**config.mk**
```make
export PLATFORM = sky130hd
export DESIGN_NAME = sprite_evaluator
export DESIGN_NICKNAME = d
export VERILOG_FILES = /design/src/rtl/ppu_pkg.sv /design/src/rtl/sprite_range_check.sv /design/src/rtl/sprite_evaluator.sv
export SDC_FILE = /design/constraint.sdc
export NUM_CORES = 1
export LEC_CHECK = 0
export BUFFER_PORTS_ARGS = -buffer_cell sky130_fd_sc_hd__buf_2
export CAP_MARGIN = 20
export CORE_MARGIN = 4
export CORE_UTILIZATION = 30
export CTS_CLUSTER_DIAMETER = 30
export DETAILED_ROUTE_END_ITERATION = 8
export GPL_TIMING_DRIVEN = 0
export PLACE_DENSITY_LB_ADDON = 0.3
export SLEW_MARGIN = 15
export SYNTH_ARGS = -nofsm -noshare
export SYNTH_HDL_FRONTEND = slang
export SYNTH_SLANG_ARGS = --single-unit
export TNS_END_PERCENT = 50
```
**constraint.sdc**
```tcl
create_clock -name clk -period 3.3 [get_ports clk]
set_input_delay 0.33 -clock clk [delete_from_list [all_inputs] [get_ports clk]]
set_output_delay 0.33 -clock clk [all_outputs]
set_load 0.02 [all_outputs]
```
**src/rtl/ppu_pkg.sv**
```systemverilog
// Shared PPU definitions: evaluator state encoding, OAM entry layout and table size.
package ppu_pkg;

   localparam int OAM_ENTRIES = 64;

   localparam int OAM_Y_LSB    = 0;
   localparam int OAM_TILE_LSB = 8;
   localparam int OAM_ATTR_LSB = 16;
   localparam int OAM_X_LSB    = 24;

   typedef enum logic [1:0] {
      IDLE  = 2'd0,
      SCAN  = 2'd1,
      DRAIN = 2'd2,
      DONE  = 2'd3
   } state_e;

   function automatic logic [7:0] oam_y(input logic [31:0] entry);
      return entry[OAM_Y_LSB +: 8];
   endfunction

endpackage

```
**src/rtl/sprite_range_check.sv**
```systemverilog
// Combinational test: does a sprite whose top row is y cover the given scanline?
module sprite_range_check (
   input  logic [7:0] scanline,
   input  logic [7:0] y,
   input  logic       tall,
   output logic       hit
);

   logic [8:0] diff;

   // A borrow out of the 9-bit subtraction means the sprite starts below the line.
   assign diff = {1'b0, scanline} - {1'b0, y};
   assign hit  = ~diff[8] && (diff[7:0] < (tall ? 8'd16 : 8'd8));

endmodule

```
**src/rtl/sprite_evaluator.sv**
```systemverilog
// Scans OAM once per start, copying the first MAX_SPRITES entries that cover the
// latched scanline into the secondary buffer, in OAM order.
module sprite_evaluator #(
   parameter int MAX_SPRITES = 8,
   parameter int OAM_ENTRIES = ppu_pkg::OAM_ENTRIES
) (
   input  logic                             clk,
   input  logic                             reset,
   input  logic                             start,
   input  logic [7:0]                       scanline,
   input  logic                             tall_sprites,
   output logic [$clog2(OAM_ENTRIES)-1:0]   oam_read_addr,
   input  logic [31:0]                      oam_read_data,
   output logic [$clog2(MAX_SPRITES)-1:0]   sec_write_addr,
   output logic [31:0]                      sec_write_data,
   output logic                             sec_write_enable,
   output logic                             busy,
   output logic                             done,
   output logic [$clog2(MAX_SPRITES):0]     sprite_count,
   output logic                             overflow,
   output logic                             sprite0_hit
);

   import ppu_pkg::*;

   localparam int SLOT_W = $clog2(MAX_SPRITES);
   localparam int CNT_W  = SLOT_W + 1;
   localparam int IDX_W  = $clog2(OAM_ENTRIES);

   state_e            state;
   logic [IDX_W-1:0]  index;
   logic [IDX_W-1:0]  eval_index;
   logic              eval_valid;
   logic [7:0]        line_q;
   logic              tall_q;
   logic              in_range;
   logic              slot_free;
   logic              write_en;
   logic              overflow_hit;

   sprite_range_check u_range_check (
      .scanline (line_q),
      .y        (oam_y(oam_read_data)),
      .tall     (tall_q),
      .hit      (in_range)
   );

   assign slot_free    = (sprite_count < CNT_W'(MAX_SPRITES));
   assign write_en     = eval_valid && in_range && slot_free;
   assign overflow_hit = eval_valid && in_range && !slot_free;

   // NOTE: write-port outputs are gated by the strobe so they read zero whenever no
   // write happens, including throughout reset.
   assign sec_write_enable = write_en;
   assign sec_write_addr   = write_en ? sprite_count[SLOT_W-1:0] : '0;
   assign sec_write_data   = write_en ? oam_read_data : '0;

   assign oam_read_addr = (state == SCAN) ? index : '0;
   assign busy          = (state != IDLE);
   assign done          = (state == DONE);

   // NOTE: all state updates use non-blocking assignments so every register samples
   // the pre-edge values, regardless of statement order.
   always_ff @(posedge clk or posedge reset) begin
      if (reset) begin
         state        <= IDLE;
         index        <= '0;
         eval_index   <= '0;
         eval_valid   <= 1'b0;
         line_q       <= '0;
         tall_q       <= 1'b0;
         sprite_count <= '0;
         overflow     <= 1'b0;
         sprite0_hit  <= 1'b0;
      end else begin
         // Read data lags the address by one cycle; the flag and index follow it.
         eval_valid <= (state == SCAN);
         eval_index <= index;

         case (state)
            IDLE: begin
               if (start) begin
                  line_q       <= scanline;
                  tall_q       <= tall_sprites;
                  sprite_count <= '0;
                  overflow     <= 1'b0;
                  sprite0_hit  <= 1'b0;
                  index        <= '0;
                  state        <= SCAN;
               end
            end
            SCAN: begin
               index <= index + 1'b1;
               if (index == IDX_W'(OAM_ENTRIES - 1)) state <= DRAIN;
            end
            DRAIN:   state <= DONE;
            DONE:    state <= IDLE;
            default: state <= IDLE;
         endcase

         if (write_en) begin
            sprite_count <= sprite_count + 1'b1;
            if (eval_index == '0) sprite0_hit <= 1'b1;
         end
         if (overflow_hit) overflow <= 1'b1;
      end
   end

endmodule

```
# Word-level counts from Yosys, hierarchy flattened

Index checks and enable logic that the tools add are counted.

Equality and inequality tests: 6
Reduce and logical (&&, ||, !) cells: 18
Shift operators: 0
Bitwise operators: 1
Div/mod/pow operators: 0
Add/sub/neg operators: 3
Order comparisons: 2
Multipliers: 0
Multiplexer cells: 19

Operators by type and width:

| kind                                          | count |
|---|---|
| two-way mux 32 bit                            | 1 |
| two-way mux 4 bit                             | 3 |
| two-way mux 6 bit                             | 2 |
| one-hot mux 6 bit (2 select lines)            | 1 |
| nonzero test 2 bit                            | 6 |
| AND reduction 2 bit                           | 5 |
| subtractor 8 x 8 -> 9 bit                     | 1 |
| < comparator 8 bit                            | 1 |
| one-hot mux 2 bit (4 select lines)            | 1 |
| two-way mux 1 bit                             | 7 |
| adder 6 x 1 -> 6 bit, second input constant   | 1 |
| == test 6 bit, second input constant          | 1 |
| zero test 6 bit                               | 1 |
| two-way mux 5 bit                             | 1 |
| adder 4 x 1 -> 4 bit, second input constant   | 1 |
| == test 2 bit, second input constant          | 2 |
| logical AND 1 bit                             | 4 |
| < comparator 4 bit, second input constant     | 1 |
| two-way mux 2 bit                             | 2 |
| two-way mux 3 bit                             | 1 |
| == test 2 x 1 -> 1 bit, second input constant | 1 |
| zero test 2 bit                               | 1 |
| != test 2 x 1 -> 1 bit, second input constant | 1 |
| != test 2 bit, second input constant          | 1 |
| 2 further kinds                               | 2 |

Memories: 0
Memory bits (read-only): 0
Input port bits: 44
Register bits after elaboration: 30
Output and inout bits: 50
Latch bits: 0
RAM bits: 0

# Logic depth before layout (Yosys ltp)

Gate-level depths: netlist of run 1.

Word-level depth: 7
Gate-level depth with buffers: 14

# Hierarchy

A second synthesis of run 1 with hierarchy kept.

Cell total of the unflattened synthesis: 198
Area total of the unflattened synthesis: 1886.8 sq um

Modules (own cells, without submodules):

| module             | instances | cells each | seq. area each (sq um) | area each (sq um) |
|---|---|---|---|---|
| sprite_evaluator   | 1         | 145        | 750.7                  | 1519.0 |
| sprite_range_check | 1         | 53         | 0.0                    | 367.9 |

# Worst setup path after synthesis of run 1

OpenSTA, ideal clock, no wires.

Kind: input-to-output
From: input oam_read_data[2]
To: output sec_write_data[22]
Slack: 0.174 ns
Stages on the path: 12
Arrival: 2.796 ns
Cells stage by stage: inv_1 ha_1 a21oi_1 o21ai_0 a21oi_1 xnor2_1 ha_1 a221o_1 buf_2 nor3_4 buf_6 and2_1

Cells in the longest elaborated chain, start to end: 6
Elaborated cells on any way between the ends: 7
Those cells by class: add/sub: 1; order compare: 1; mux: 1; bitwise: 1; reduce/logical: 3

Ends and longest elaborated chain:

| item                                                 | RTL line                 | source |
|---|---|---|
| start: declaration                                   | sprite_evaluator.sv:13   | `input logic [31:0] oam_read_data,` |
| subtractor 8 x 8 -> 9 bit (*)                        | sprite_range_check.sv:12 | `assign diff = {1'b0, scanline} - {1'b0, y};` |
| < comparator 8 bit or inverter 1 bit (tied branches) | sprite_range_check.sv:13 | `assign hit = ~diff[8] && (diff[7:0] < (tall ? 8'd16 : 8'd8));` |
| logical AND 1 bit (*)                                | sprite_range_check.sv:13 |  |
| logical AND 1 bit (*) (2 in a row)                   | sprite_evaluator.sv:49   | `assign write_en = eval_valid && in_range && slot_free;` |
| via sec_write_enable                                 | sprite_evaluator.sv:16   | `output logic sec_write_enable,` |
| two-way mux 32 bit (*)                               | sprite_evaluator.sv:56   | `assign sec_write_data = write_en ? oam_read_data : '0;` |
| end: declaration                                     | sprite_evaluator.sv:15   | `output logic [31:0] sec_write_data,` |

The timed path passes the listed nets; every way through them passes the cells marked *.

# Worst setup path after layout of run 1

From: register line_q[2]
To: output sec_write_data[13]

Cells in the longest elaborated chain, start to end: 6
Elaborated cells on any way between the ends: 7
Those cells by class: add/sub: 1; order compare: 1; mux: 1; bitwise: 1; reduce/logical: 3

Ends and longest elaborated chain:

| item                                                 | RTL line                 | source |
|---|---|---|
| start: declaration                                   | sprite_evaluator.sv:34   | `logic [7:0] line_q;` |
| start signal: assignment                             | sprite_evaluator.sv:83   | `line_q <= scanline;` |
| subtractor 8 x 8 -> 9 bit (*)                        | sprite_range_check.sv:12 |  |
| < comparator 8 bit or inverter 1 bit (tied branches) | sprite_range_check.sv:13 |  |
| logical AND 1 bit (*)                                | sprite_range_check.sv:13 |  |
| logical AND 1 bit (*) (2 in a row)                   | sprite_evaluator.sv:49   |  |
| two-way mux 32 bit (*)                               | sprite_evaluator.sv:56   |  |

Mark *: on every way between the ends. The rest lies on a longest branch, timed or not.

==> results of run 1 <==
power groups by stage:
stage / clock (mW) / sequential [mW] / combinational (mW)
finish: 0.300 / 0.572 / 1.19
CTS: 0.315 / 0.573 / 1.10
global route: 0.332 / 0.590 / 1.32
global placement: 0 / 0.573 / 1.00
detailed placement: 0 / 0.577 / 1.04
floorplan: 0 / 0.558 / 0.792
flip-flops by register name, summed over array words and instances (netlist names):
name          cells
line_q            8
eval_index        6
index             6
sprite_count      4
state             2
eval_valid        1
overflow          1
sprite0_hit       1
tall_q            1
path summary, 6_finish.rpt:
path,from,endpoint,slack [ns]
worst max-delay path,line_q[2],sec_write_data[13],-0.07
worst min-delay path,reset,state[0],0.05
worst max register to register,line_q[2],sprite_count[2],0.58
worst min register to register,index[5],eval_index[5],0.46
max in group asynchronous,reset,line_q[1],2.78
min in group clk,scanline[4],line_q[4],0.28
routing by layer:
metal,part of all wire,global-route usage,vias up
li1,-,-,946
met1,0.42,0.166,850
met2,0.51,0.195,45
met3,0.061,0.0378,5
met4,0.0071,0.0284,0
met5,0,0,-
Yosys cell counts, drive strengths merged:
| master | instances |
|---|---|
| and2 | 34 |
| dfrtp | 30 |
| ha | 14 |
| inv | 14 |
| nand2 | 12 |
| nor2 | 11 |
| mux2 | 9 |
| a21oi | 8 |
| nor4 | 8 |
| o21ai | 8 |
| buf | 7 |
| mux2i | 6 |
| a22o | 4 |
| clkbuf | 4 |
| nand3 | 4 |
| nor3 | 4 |
| xnor2 | 4 |
| a211oi | 3 |
| nor2b | 3 |
| a21o | 2 |
| a32o | 2 |
| nand2b | 2 |
| o2111ai | 2 |
| a2111oi | 1 |
| a211o | 1 |
| a221o | 1 |
| a31o | 1 |
| and3b | 1 |
| and4 | 1 |
| nand4 | 1 |
| nor4b | 1 |
| o21a | 1 |
| o311ai | 1 |
| o41ai | 1 |
| xor2 | 1 |
area by class of cell:
type,instances,area share
Clock buffer,7,0.0283
Tap cell,77,0.0316
Clock inverter,1,0.00164
Buffer,11,0.0283
Timing Repair Buffer,103,0.248
Sequential cell,30,0.246
Multi-Input combinational cell,152,0.399
Inverter,14,0.0172
cell families after synthesis:
family	Yosys count	synth area share
simple gates	82	0.234
compound gates	36	0.134
flops	30	0.378
buf+inv	25	0.0630
mux	15	0.0812
fa+ha+maj	14	0.0882
xor+xnor	5	0.0220
timing repair:
action / in CTS / in global routing
buffers inserted: 5 / 3
gates cloned: 1 / 0
setup endpoints to repair: 36 / 29
resized for setup: 12 / 83
pin swaps: 3 / 4
worst register-to-register path, delay by kind of cell, from the launching register on:
kind	cells	cell delay, ns
AO/OA/AOI/OAI	4	0.77
adder cells (fa/ha/maj)	2	0.53
flip-flops	1	0.43
buffers and inverters	3	0.41
AND/OR/NAND/NOR	1	0.20
multiplexers	1	0.17
XOR/XNOR	1	0.14
==> impl_metrics.env, run 1 <==
export IMPL_final_period_utilization=1.02
export IMPL_ys_warn_count=0
export IMPL_final_max_slew_viol_count=0
export IMPL_rows=29
export IMPL_gr_usage_all_layers=0.123
export IMPL_p_per_area_mw_per_mm2=677
export IMPL_cts_made_buffers=5
export IMPL_leakage_nw=1.55
export IMPL_fmax_mhz=297
export IMPL_initial_utilization=0.311
export IMPL_syn_area_per_cell_um2=9.60
export IMPL_setup_viol=26
export IMPL_synth_area_leaders="dfrtp_1 (38%), and2_1 (11%), ha_1 (8.8%)"
export IMPL_syn_area_mm2=0.00199
export IMPL_grt_pass1_vias=1659
export IMPL_core_area_mm2=0.00639
export IMPL_stdcell_area_mm2=0.00305
export IMPL_crit_family="compound AO/OA/AOI/OAI gates"
export IMPL_endpoint_kind="primary output"
export IMPL_critPathMaxFanout=10
export IMPL_wire_per_inst_um=13.6
export IMPL_multiInputGateArea_mm2=0.00121
export IMPL_cts_tree="yes"
export IMPL_vias=1846
export IMPL_min_period_ns=3.37
export IMPL_mostFrequentLayoutCell="buf_2"
export IMPL_dpl_instance_area_mm2=0.00258
export IMPL_cts_buffer_depth=2
export IMPL_port_buffers=93
export IMPL_final_core_util=0.477
export IMPL_p_sw_frac=0.425
export IMPL_power_internal_mw=1.19
export IMPL_status="complete, but fails checks"
export IMPL_combPwrFrac=0.577
export IMPL_reg2reg_depth=12
export IMPL_grt_max_degree=22
export IMPL_ant_nets=0
export IMPL_syn_inst=207
export IMPL_synth_distinct_cells=39
export IMPL_n_antenna_cell=0
export IMPL_yosysTopAreaCell="dfrtp_1"
export IMPL_tns_ns=-0.481
export IMPL_holdWs_ns=0.0546
export IMPL_critPathSlowestCell="dfrtp_1"
export IMPL_cts_sinks=30
export IMPL_rsz0062_at_grt="true"
export IMPL_clockPowerShare=0.145
export IMPL_slew_limit_headroom=0.347
export IMPL_drive_gt1_frac=0.500
export IMPL_via_per_inst=4.67
export IMPL_die_y_um=89.4
export IMPL_setup_ws_ns=-0.0659
export IMPL_skew_ns=0.00388
export IMPL_violations="negative setup slack"
export IMPL_arrival_ns=3.04
export IMPL_gr_total_overflow=0
export IMPL_hpwl_um=3900
export IMPL_clk_pin_slew_worst_paths_ns=0.06
export IMPL_power_mw=2.06
export IMPL_required_ns=2.97
export IMPL_fillers=625
export IMPL_dr_pass1_iters=3
export IMPL_drt_iter0_drc=43
export IMPL_final_cells=395
export IMPL_pwr_share_seq=0.277
export IMPL_antenna_found_initial=0
export IMPL_place_gp_congestion=0.844
export IMPL_pre_cts_ws_ns=-0.250
export IMPL_ys_ff_latch=30
export IMPL_cts_root_buffer_cell="clkbuf_8"
export IMPL_netlist_area_leader_share=0.378
export IMPL_drc=0
export IMPL_setup_worst_path_start_class="register"
export IMPL_seqCellArea_um2=751
export IMPL_clock_latency_ns=0.27
export IMPL_cpPeakStageDelay_ns=0.43
export IMPL_critical_path_most_common_cell="buf_6"
export IMPL_worst_pin_slew_ns=0.973
export IMPL_path_depth=13
export IMPL_ys_seq_area_frac=0.378
export IMPL_holdBufCountCts=0
export IMPL_drv_cap=0
export IMPL_ir_drop_mv=0.382
export IMPL_nets=375
export IMPL_dp_cells=378
export IMPL_h_tree_depth=2
export IMPL_path_buf_inv=4
export IMPL_hold_class="in2async"
export IMPL_ios=94
export IMPL_wl_um=5370
export IMPL_die_area_mm2=0.00799
export IMPL_power_switching_mw=0.877
export IMPL_syn_num_nets=265
export IMPL_die_width_um=89.4
export IMPL_layout_common_cells="buf_2 (66), buf_6 (31), dfrtp_1 (30), and2_4 (23), inv_1 (14)"
export IMPL_criticalPathCategory="reg2out"
export IMPL_grt_pass1_wl_um=7720
export IMPL_crit_chain="ha_4 > a21oi_4 > o21ai_4 > a21oi_2 > xnor2_1 > ha_1 > a221o_1 > buf_6 > nor3_4 > buf_12 > buf_8 > and2_1 > buf_6"
export IMPL_hold_viol=0
export IMPL_syn2layout_area_growth_pct=53.3
(Power assumes the default switching activity.)
==> inputs of run 2 (changes only) <==
CTS_CLUSTER_DIAMETER = 150   (was 30)
clock period = 3.5 ns   (was 3.3 ns; I/O delays follow)
==> impl_metrics.env, run 2 (synthesized netlist as in run 1, its figures left out) <==
export IMPL_critical_path_most_common_cell="buf_4"
export IMPL_antenna_found_initial=0
export IMPL_setup_viol=0
export IMPL_r2r_start="line_q[2]"
export IMPL_gr_total_overflow=0
export IMPL_required_ns=3.15
export IMPL_port_buffers=93
export IMPL_ios=94
export IMPL_final_period_utilization=0.975
export IMPL_drt_iter0_drc=27
export IMPL_cts_root_buffer_cell="clkbuf_8"
export IMPL_critPathSlowestCell="dfrtp_1"
export IMPL_die_area_mm2=0.00799
export IMPL_cts_sinks=30
export IMPL_nets=376
export IMPL_grt_pass1_vias=1624
export IMPL_ir_drop_mv=0.356
export IMPL_n_antenna_cell=0
export IMPL_rows=29
export IMPL_r2r_end="sprite_count[0]"
export IMPL_clk_pin_slew_worst_paths_ns=0.06
export IMPL_cts_buffer_depth=2
export IMPL_leakage_nw=1.50
export IMPL_dpl_instance_area_mm2=0.00258
export IMPL_final_max_slew_viol_count=0
export IMPL_stdcell_area_mm2=0.00289
export IMPL_min_period_ns=3.41
export IMPL_wl_um=5260
export IMPL_gr_usage_all_layers=0.121
export IMPL_initial_utilization=0.311
export IMPL_p_per_area_mw_per_mm2=650
export IMPL_place_gp_congestion=0.844
export IMPL_seqCellArea_um2=751
export IMPL_holdWs_ns=0.0747
export IMPL_drv_cap=0
export IMPL_holdBufCountCts=0
export IMPL_mostFrequentLayoutCell="buf_2"
export IMPL_cts_made_buffers=5
export IMPL_hpwl_um=3900
export IMPL_slew_limit_headroom=0.366
export IMPL_critPathCapture="sec_write_data[13]"
export IMPL_final_core_util=0.453
export IMPL_cpPeakStageDelay_ns=0.43
export IMPL_fmax_mhz=293
export IMPL_fillers=648
export IMPL_ff2ff_setup_slack_ns=0.65
export IMPL_hold_viol=0
export IMPL_h_tree_depth=2
export IMPL_path_buf_inv=5
export IMPL_grt_max_degree=22
export IMPL_hold_class="in2async"
export IMPL_grt_pass1_wl_um=7590
export IMPL_path_depth=15
export IMPL_die_width_um=89.4
export IMPL_largest_reg_flops=8
export IMPL_top_register="line_q"
export IMPL_criticalPathCategory="reg2out"
export IMPL_status="finished, final reports clean"
export IMPL_syn2layout_area_growth_pct=45.5
export IMPL_ant_nets=0
export IMPL_layout_common_cells="buf_2 (70), dfrtp_1 (30), and2_1 (29), buf_4 (27), inv_1 (14)"
export IMPL_die_y_um=89.4
export IMPL_critPathMaxFanout=6
export IMPL_endpoint_kind="primary output"
export IMPL_via_per_inst=4.66
export IMPL_crit_chain="ha_4 > nand2_1 > o21ai_2 > a21oi_2 > xnor2_1 > ha_1 > inv_1 > o2111ai_1 > a221o_1 > buf_6 > nor3_4 > buf_12 > buf_4 > and2_1 > buf_4"
export IMPL_cp_startpoint="line_q[2]"
export IMPL_skew_ns=0.00463
export IMPL_worst_pin_slew_ns=0.945
export IMPL_drc=0
export IMPL_wire_per_inst_um=13.3
export IMPL_setup_worst_path_start_class="register"
export IMPL_arrival_ns=3.06
export IMPL_vias=1846
export IMPL_clock_latency_ns=0.27
export IMPL_crit_family="compound AO/OA/AOI/OAI gates"
export IMPL_multiInputGateArea_mm2=0.00115
export IMPL_dr_pass1_iters=4
export IMPL_drive_gt1_frac=0.442
export IMPL_reg2reg_depth=15
export IMPL_core_area_mm2=0.00639
export IMPL_cts_tree="yes"
export IMPL_reg_top3="line_q (8), eval_index (6), index (6)"
export IMPL_power_mw=1.88
==> run 2: cell types whose count changed in the layout (fill, tap and decap cells not counted), sizes merged <==
cell / before / now
buf: 110 / 111
==> run 2: cell type report <==
type	instances	share of cell area
Timing Repair Buffer	104	0.233
Clock inverter	1	0.00173
Buffer	11	0.0273
Sequential cell	30	0.260
Clock buffer	7	0.0299
Multi-Input combinational cell	152	0.397
Tap cell	77	0.0333
Inverter	14	0.0182
==> run 2: routing by layer <==
layer,global-route usage,up-vias,part of all wire
met5,0,-,0
met1,0.164,853,0.43
met2,0.189,43,0.50
met3,0.0378,5,0.065
li1,-,945,-
met4,0.0284,0,0.0072
==> run 2: how the worst min path moves through the flow <==
stage | startpoint | end | slack, ns | cells after the start
2_1_floorplan | index[5] | eval_index[5] | 0.40 | 0
3_3_place_gp | index[5] | eval_index[5] | 0.44 | 0
3_5_place_dp | reset | state[0] | 0.39 | 2
4_1_cts | reset | state[1] | 0.08 | 2
5_1_grt | reset | state[1] | 0.10 | 2
6_report | reset | state[0] | 0.07 | 2
==> run 2: power breakdown <==
group | total, mW | leakage, nW | switching (mW) | internal, mW
Combinational | 1.06 | 1.07 | 0.594 | 0.466
Clock | 0.282 | 0.0482 | 0.124 | 0.158
Sequential | 0.539 | 0.389 | 0.0821 | 0.457
==> run 2: through the flow <==
step | setup WS [ns] | setup TNS, ns | instances
6_report | 0.0883 | 0 | 396
5_1_grt | -0.0621 | -0.948 | 396
4_1_cts | 0.0113 | 0 | 388
3_5_place_dp | -0.0897 | -1.71 | 378
3_3_place_gp | -0.0353 | -0.580 | 377
2_1_floorplan | 0.334 | 0 | 207
==> run 2: what timing repair did <==
item / 4_1_cts / 5_1_grt
setup endpoints to repair: 29 / 29
gates resized for setup: 3 / 45
cloned: 0 / 2
pin swaps: 2 / 4
setup buffers: 2 / 6
